### config.mk
export PLATFORM = sky130hd
export DESIGN_NAME = windower_stride
export DESIGN_NICKNAME = d
export VERILOG_FILES = /design/src/rtl/windower_stride.sv
export SDC_FILE = /design/constraint.sdc
export NUM_CORES = 1
export LEC_CHECK = 0
export CORE_UTILIZATION = 50
export CTS_CLUSTER_SIZE = 14
export DETAILED_ROUTE_END_ITERATION = 10
export GPL_TIMING_DRIVEN = 0
export PLACE_DENSITY_LB_ADDON = 0.05
export SETUP_SLACK_MARGIN = 0.1
export SYNTH_ARGS = -nofsm -noshare
export SYNTH_HDL_FRONTEND = slang
export SYNTH_SLANG_ARGS = --single-unit
### constraint.sdc
create_clock -name clk -period 2.9 [get_ports clk]
set_input_delay 0.29 -clock clk [delete_from_list [all_inputs] [get_ports clk]]
set_output_delay 0.29 -clock clk [all_outputs]
set_load 0.005 [all_outputs]
### src/rtl/windower_stride.sv
// Streaming 1D sliding-window generator: zero-pads both frame edges, emits one
// WINDOW-wide vector per stride step, valid/ready flow control on both sides.
module windower_stride #(
    parameter int unsigned NO_CH         = 16,
    parameter int unsigned LOG2_IMG_SIZE = 6,
    parameter int unsigned WINDOW        = 3,
    parameter int unsigned PADDING       = 1,
    parameter int unsigned STRIDE        = 1
) (
    input  logic                          clk,
    input  logic                          rst,
    input  logic                          vld_in,
    output logic                          rdy_in,
    input  logic [NO_CH-1:0]              data_in,
    output logic                          vld_out,
    input  logic                          rdy_out,
    output logic [WINDOW-1:0][NO_CH-1:0]  data_out,
    output logic                          first_out,
    output logic                          last_out
);
    localparam int unsigned IMG    = 1 << LOG2_IMG_SIZE;
    localparam int unsigned PADDED = IMG + 2 * PADDING;
    localparam int unsigned N_OUT  = (PADDED - WINDOW) / STRIDE + 1;
    localparam int unsigned PCW    = LOG2_IMG_SIZE + 2;
    localparam int unsigned LAST_L = (PADDING == 0) ? 0 : PADDING - 1;
    localparam int unsigned LAST_D = PADDING + IMG - 1;
    localparam int unsigned LAST_R = PADDED - 1;

    typedef enum logic [1:0] {
        PAD_L = 2'd0,
        DATA  = 2'd1,
        PAD_R = 2'd2
    } state_t;

    state_t                         state;
    state_t                         state_nxt;
    logic [PCW-1:0]                 pc;
    logic [PCW-1:0]                 win_start;
    logic [PCW-1:0]                 win_cnt;
    logic [WINDOW-1:0][NO_CH-1:0]   taps;
    logic [WINDOW-1:0][NO_CH-1:0]   taps_nxt;
    logic                           can_shift;
    logic                           shift;
    logic                           push_zero;
    logic                           frame_end;
    logic                           win_done;

    assign can_shift = !vld_out || rdy_out;

    // State register
    always_ff @(posedge clk or negedge rst) begin
        if (!rst) begin
            state <= PAD_L;
        end else begin
            state <= state_nxt;
        end
    end

    // Next state; frame_end marks the shift that pushes the final padded element
    always_comb begin
        state_nxt = state;
        frame_end = 1'b0;
        unique case (state)
            PAD_L: begin
                if (PADDING == 0) begin
                    state_nxt = DATA;
                end else if (shift && pc == PCW'(LAST_L)) begin
                    state_nxt = DATA;
                end
            end
            DATA: begin
                if (shift && pc == PCW'(LAST_D)) begin
                    if (PADDING == 0) begin
                        frame_end = 1'b1;
                    end else begin
                        state_nxt = PAD_R;
                    end
                end
            end
            PAD_R: begin
                if (shift && pc == PCW'(LAST_R)) begin
                    state_nxt = PAD_L;
                    frame_end = 1'b1;
                end
            end
            default: state_nxt = PAD_L;
        endcase
    end

    // State-decoded controls: padding states push zeros without consuming input
    always_comb begin
        rdy_in    = 1'b0;
        shift     = 1'b0;
        push_zero = 1'b1;
        unique case (state)
            PAD_L: shift = can_shift && (PADDING != 0);
            DATA: begin
                rdy_in    = can_shift;
                shift     = can_shift && vld_in;
                push_zero = 1'b0;
            end
            PAD_R:   shift = can_shift;
            default: shift = 1'b0;
        endcase
    end

    // Shifted tap image and window-completion detect for the current push
    always_comb begin
        taps_nxt = taps;
        for (int t = 0; t < int'(WINDOW) - 1; t++) begin
            taps_nxt[t] = taps[t+1];
        end
        taps_nxt[WINDOW-1] = push_zero ? '0 : data_in;
    end

    assign win_done = (pc == win_start + PCW'(WINDOW - 1)) && (win_cnt < PCW'(N_OUT));

    // Shift register, padded-index counter and window bookkeeping
    always_ff @(posedge clk or negedge rst) begin
        if (!rst) begin
            taps      <= '0;
            pc        <= '0;
            win_start <= '0;
            win_cnt   <= '0;
        end else if (shift) begin
            taps <= taps_nxt;
            if (frame_end) begin
                pc        <= '0;
                win_start <= '0;
                win_cnt   <= '0;
            end else begin
                pc <= pc + 1'b1;
                if (win_done) begin
                    win_cnt <= win_cnt + 1'b1;
                    if (win_cnt != PCW'(N_OUT - 1)) begin
                        win_start <= win_start + PCW'(STRIDE);
                    end
                end
            end
        end
    end

    // Output register: a completing shift only happens when the slot is free
    always_ff @(posedge clk or negedge rst) begin
        if (!rst) begin
            vld_out   <= 1'b0;
            data_out  <= '0;
            first_out <= 1'b0;
            last_out  <= 1'b0;
        end else if (shift && win_done) begin
            vld_out   <= 1'b1;
            data_out  <= taps_nxt;
            first_out <= (win_cnt == '0);
            last_out  <= (win_cnt == PCW'(N_OUT - 1));
        end else if (rdy_out) begin
            vld_out <= 1'b0;
        end
    end

endmodule

==> results of run 1 <==
==> layer usage <==
layer	track usage	wire length, um
met1	0.286	4620
met2	0.342	4750
met3	0.0731	451
met4	0.0569	103
met5	0	0
==> report_power, final <==
group / switching, mW / internal [mW] / leakage (nW)
Combinational: 0.988 / 1.22 / 1.28
Clock: 0.518 / 0.367 / 0.0950
Sequential: 0.427 / 2.15 / 1.40
Total: 1.93 / 3.74 / 2.77
==> Yosys cell counts (all sizes together) <==
cell type,instances
a21o,1
a21oi,5
a22o,1
a311oi,1
and2,18
and3,3
and4,3
buf,8
clkbuf,12
dfrtp,109
ha,7
inv,6
mux2,64
mux2i,13
nand2,73
nand2b,11
nand3,12
nand4,6
nor2,6
nor2b,4
nor3,4
nor4,7
nor4b,1
nor4bb,1
o211ai,1
o21ai,3
o31ai,2
or2,2
or3,2
or4,5
or4b,1
xnor2,10
xor2,8
==> timing repair <==
| item | 4_1_cts | 5_1_grt |
|---|---|---|
| buffers inserted | 1 | 0 |
| endpoints found under the setup margin | 44 | 0 |
| gates resized for setup | 1 | 0 |
| endpoints found under the hold margin | 49 | 0 |
| hold buffers | 1 | 0 |
==> critical path, stage by stage, from the launching register on <==
cell	delay, ns
dfrtp_1	0.46
ha_1	0.28
and3_1	0.22
xnor2_1	0.20
nand3_1	0.34
nor3_4	0.38
buf_4	0.28
mux2_1	0.35
==> through the flow <==
step	std cells	hold slack, ns	total power [mW]	worst slack, ns	util
detailed placement	611	0.370	4.83	0.0654	0.615
CTS	628	0.482	5.73	0.238	0.637
global route	628	0.504	6.09	0.105	0.637
global placement	610	0.452	4.76	-2.66	0.613
floorplan	410	-0.00559	3.75	0.543	-
finish	628	0.480	5.67	0.264	0.637
==> final cells by class <==
| cell class | count | area [um^2] | area share |
|---|---|---|---|
| clock inverters | 3 | 28.8 | 0.00484 |
| flip-flops and latches | 109 | 2730 | 0.459 |
| clock buffers | 12 | 155 | 0.0261 |
| repair buffers | 74 | 753 | 0.127 |
| inverters | 6 | 22.5 | 0.00379 |
| well taps | 129 | 161 | 0.0272 |
| multi-input cells | 275 | 2000 | 0.336 |
| plain buffers | 20 | 97.6 | 0.0164 |
==> registers in the layout (all words and copies together) (netlist names) <==
register,count
vld_out,1
taps,32
last_out,1
first_out,1
pc,8
win_start,8
state,2
win_cnt,8
data_out,48
==> worst paths after layout <==
kind,endpoint,slack [ns],startpoint,cells past startpoint
max reg2reg,data_out[44]$_DFFE_PN0P_,0.26,win_start[1]$_DFFE_PN0P_,7
max in group asynchronous,taps[43]$_DFFE_PN0P_,1.70,rst,3
min,taps[30]$_DFFE_PN0P_,0.48,taps[30]$_DFFE_PN0P_,2
max,data_out[44]$_DFFE_PN0P_,0.26,win_start[1]$_DFFE_PN0P_,7
min reg2reg,taps[30]$_DFFE_PN0P_,0.48,taps[30]$_DFFE_PN0P_,2
min in group asynchronous,pc[2]$_DFFE_PN0P_,0.49,rst,2
==> cells by family after synthesis <==
logic type / count (synthesis) / share of synthesized area
DFF: 109 / 0.563
AOI/OAI and AO/OA: 14 / 0.0181
adders and majority gates: 7 / 0.0181
muxes: 77 / 0.176
and+or+nand+nor: 159 / 0.168
xor gates and xnor gates: 18 / 0.0325
buffers and inverters: 26 / 0.0248
==> metrics.cfg, run 1 <==
[outcome]
run_status = completed

[grt]
grt_remaining_overflow = 0
grt_usage = 0.216
grt_pass1_wl_um = 16400
grt_max_degree = 61
grt_pass1_vias = 3250
antenna_found_initial = 0

[critical_path]
cp-end-kind = register
worst-path-max-fanout = 10
critPathLaunchType = register
critPathKind = reg -> reg
cp.arrival_ns = 2.89
critPathRequiredTime_ns = 3.16

[logic_synthesis]
syn_inst = 410
yosysWarnings = 0
yosysSeqAreaShare = 0.563
ys_top_cells_by_area = dfrtp_1 56%, mux2_1 10%, nand2_1 5.7%
synth_top_area_cell = dfrtp_1
synth.avg_cell_area_um2 = 11.8
synth_top_area_share = 0.563
ys_ff_latch = 109
syn_area_mm2 = 0.00484
ys_types = 36
syn_nets = 437

[die]
die_y_um = 100
die_x_um = 100
start_util = 0.519
num_io_pins = 72
design.core.area_mm2 = 0.00933
fp-row-count = 35
dieArea_mm2 = 0.0101

[timing]
slew_violations = 0
worstMarginPinSlew_ns = 0.748
fin_skew_ns = 0.00864
finalSetupTns_ns = 0
finalCritPeriodShare = 0.909
hold_violations = 0
setup_viol_count_final = 0
rsz0062_at_grt = no
fmax_mhz = 379
slew_headroom = 0.501
post-route-min-period_ns = 2.64

[cts]
clockBufferDepth = 2
clock_sinks = 109
ctsHtreeMaxLevel = 3
clkTransAtPathRegs_ns = 0.10
numCtsBuffers = 9
cts_root_buf = clkbuf_8
clk_latency_ns = 0.38
cts_tree = built

[pwr]
vdd_drop_max_v = 0.000505
leakage_nw = 2.77
power_density_mw_per_mm2 = 954

[layout]
fin_area_mm2 = 0.00594
area_growth_pct = 22.7
fill_cells = 785
final_layout_size_suffix_gt1_frac = 0.0962
layout_common_cells = 109 x dfrtp_1, 73 x nand2_1, 70 x clkdlybuf4s50_1, 45 x mux2_1, 19 x mux2_2
antenna_cells = 0
nNetsFinal = 522
layout_commonest_cell = dfrtp_1

[placed_design]
gp_congestion = 0.819
hpwlAfterDp_um = 6940
placed_area_mm2 = 0.00574
port_buffers = 71

[routing]
drt_iter0_markers = 95
first_pass_iters = 4
drtAntennaViolNets = 0
wl_per_cell_um = 15.8
vias_per_cell = 5.17
route.detailed.drc = 0
drt-total-wl_um = 9920
vias = 3244

[flow_run]
max_cap_violations = 0

[min_path]
hold_class = reg -> reg

Power figures use the tool's default switching activity.
==> run 2, diff against run 1 <==
- PLACE_DENSITY: not set -> 0.75
- PLACE_DENSITY_LB_ADDON: 0.05 -> not set
==> metrics.cfg, run 2 (same netlist as run 1, synthesis figures left out) <==
[grt]
grt_usage = 0.224  ; +0.00725
grt_max_degree = 62  ; +1.6%
grt_pass1_vias = 3387  ; +4.2%
grt_pass1_wl_um = 17100  ; +4.6%
antenna_found_initial = 0  ; unchanged
grt_remaining_overflow = 0  ; unchanged

[layout]
fin_area_mm2 = 0.00602  ; +1.2%
final_layout_size_suffix_gt1_frac = 0.109  ; +0.0132
area_growth_pct = 24.2
nNetsFinal = 525  ; +0.57%
fin_cells = 632  ; +0.64%
antenna_cells = 0  ; unchanged
layout_commonest_cell = dfrtp_1
largest-register = data_out
layout_common_cells = 109 x dfrtp_1, 73 x nand2_1, 70 x clkdlybuf4s50_1, 45 x mux2_1, 19 x mux2_2
reg_top3 = data_out: 48 flops, taps: 32 flops
largest_reg_flops = 48  ; unchanged

[die]
die_y_um = 100  ; unchanged
dieArea_mm2 = 0.0101  ; unchanged
fp-row-count = 35  ; unchanged
die_x_um = 100  ; unchanged
start_util = 0.519  ; unchanged
num_io_pins = 72  ; unchanged
design.core.area_mm2 = 0.00933  ; unchanged

[critical_path]
cp-end-kind = register
worst-path-max-fanout = 10  ; unchanged
cp.arrival_ns = 2.89  ; about the same
critPathKind = reg -> reg
critPathRequiredTime_ns = 3.16  ; about the same
critPathLaunchType = register

[pwr]
power_density_mw_per_mm2 = 976  ; +2.4%
vdd_drop_max_v = 0.000558  ; +11%
leakage_nw = 2.81  ; +1.5%
power.total_mw = 5.87  ; +3.6%

[routing]
vias = 3344  ; +3.1%
drt_iter0_markers = 153  ; +61%
vias_per_cell = 5.29  ; +2.4%
wl_per_cell_um = 16.2  ; +2.3%
drtAntennaViolNets = 0  ; unchanged
drt-total-wl_um = 10200  ; +2.9%
first_pass_iters = 4  ; unchanged
route.detailed.drc = 0  ; unchanged

[cts]
numCtsBuffers = 9  ; unchanged
clock_sinks = 109  ; unchanged
clkTransAtPathRegs_ns = 0.11  ; about the same
ctsHtreeMaxLevel = 3  ; unchanged
cts_tree = built
clk_latency_ns = 0.37  ; about the same
clockBufferDepth = 2  ; unchanged
cts_root_buf = clkbuf_8

[placed_design]
placed_area_mm2 = 0.00574  ; unchanged
port_buffers = 71  ; unchanged
hpwlAfterDp_um = 6910  ; -0.40%
dpl.cell_count = 611  ; unchanged
gp_congestion = 0.839  ; +2.5%
pre_cts_slack_ns = 0.00526  ; -0.0602 ns

[min_path]
hold_class = in -> async

[timing]
holdWs_ns = 0.472  ; -0.00822 ns
post-route-min-period_ns = 2.63  ; -0.00217 ns
finalCritPeriodShare = 0.908  ; about the same
fin_skew_ns = 0.00911  ; +0.000470 ns
rsz0062_at_grt = no
fmax_mhz = 380  ; about the same
setup_viol_count_final = 0  ; unchanged
hold_violations = 0  ; unchanged
slew_violations = 0  ; unchanged
slew_headroom = 0.504  ; +0.00247
fin_ws_ns = 0.266  ; +0.00217 ns
worstMarginPinSlew_ns = 0.744  ; -0.00371 ns

[outcome]
run_status = completed

[flow_run]
max_cap_violations = 0  ; unchanged

run 2: per-layer routing:
metal,vias up,routed length (um),track usage
met3,10,634,0.0710
met4,0,143,0.0647
met5,-,0,0
li1,1583,-,-
met2,87,4840,0.355
met1,1664,4600,0.296
run 2: worst paths after layout:
check / start / end / slack [ns] / cells after the start
worst max register to register: win_start[1]$_DFFE_PN0P_ / data_out[38]$_DFFE_PN0P_ / 0.27 / 7
min in group clk: taps[18]$_DFFE_PN0P_ / taps[18]$_DFFE_PN0P_ / 0.48 / 2
worst max-delay path: win_start[1]$_DFFE_PN0P_ / data_out[38]$_DFFE_PN0P_ / 0.27 / 7
max in group asynchronous: rst / data_out[5]$_DFFE_PN0P_ / 1.70 / 3
worst min register to register: taps[18]$_DFFE_PN0P_ / taps[18]$_DFFE_PN0P_ / 0.48 / 2
worst min-delay path: rst / pc[3]$_DFFE_PN0P_ / 0.47 / 2
run 2: final cells by class:
cell class | count | area, um^2
fill | 749 | 3310
sequential | 109 | 2730
multi-input combinational | 275 | 2000
timing repair buffer | 77 | 776
clock buffer | 12 | 165
tap | 129 | 161
buffer | 20 | 98.8
clock inverter | 4 | 61.3
inverter | 6 | 22.5
run 2: report_power, final:
part / internal [mW] / switching (mW) / leakage [nW]
sequential: 2.15 / 0.443 / 1.40
clock: 0.486 / 0.533 / 0.117
combinational: 1.25 / 1.02 / 1.29
total: 3.88 / 2.00 / 2.81
run 2: repair_timing:
action                     4_1_cts  5_1_grt
hold endpoints to repair        48        0
hold buffers                     1        0
buffers inserted                 2        2
gates resized for setup          1        2
cloned                           0        0
setup endpoints to repair       46       46
pin swaps                        1        1
run 2: through the flow:
step / setup TNS, ns / utilization
4_1_cts: 0 / 0.643
5_1_grt: 0 / 0.645
3_5_place_dp: 0 / 0.615
3_3_place_gp: -287.64 / 0.613
6_report: 0 / 0.645
2_1_floorplan: 0 / -
run 2: critical path, cell delays in order (launching register included):
cell	delay, ns
dfrtp_1	0.46
ha_1	0.28
and3_1	0.22
xnor2_1	0.24
nand3_2	0.26
nor3_4	0.41
buf_4	0.29
mux2_1	0.36
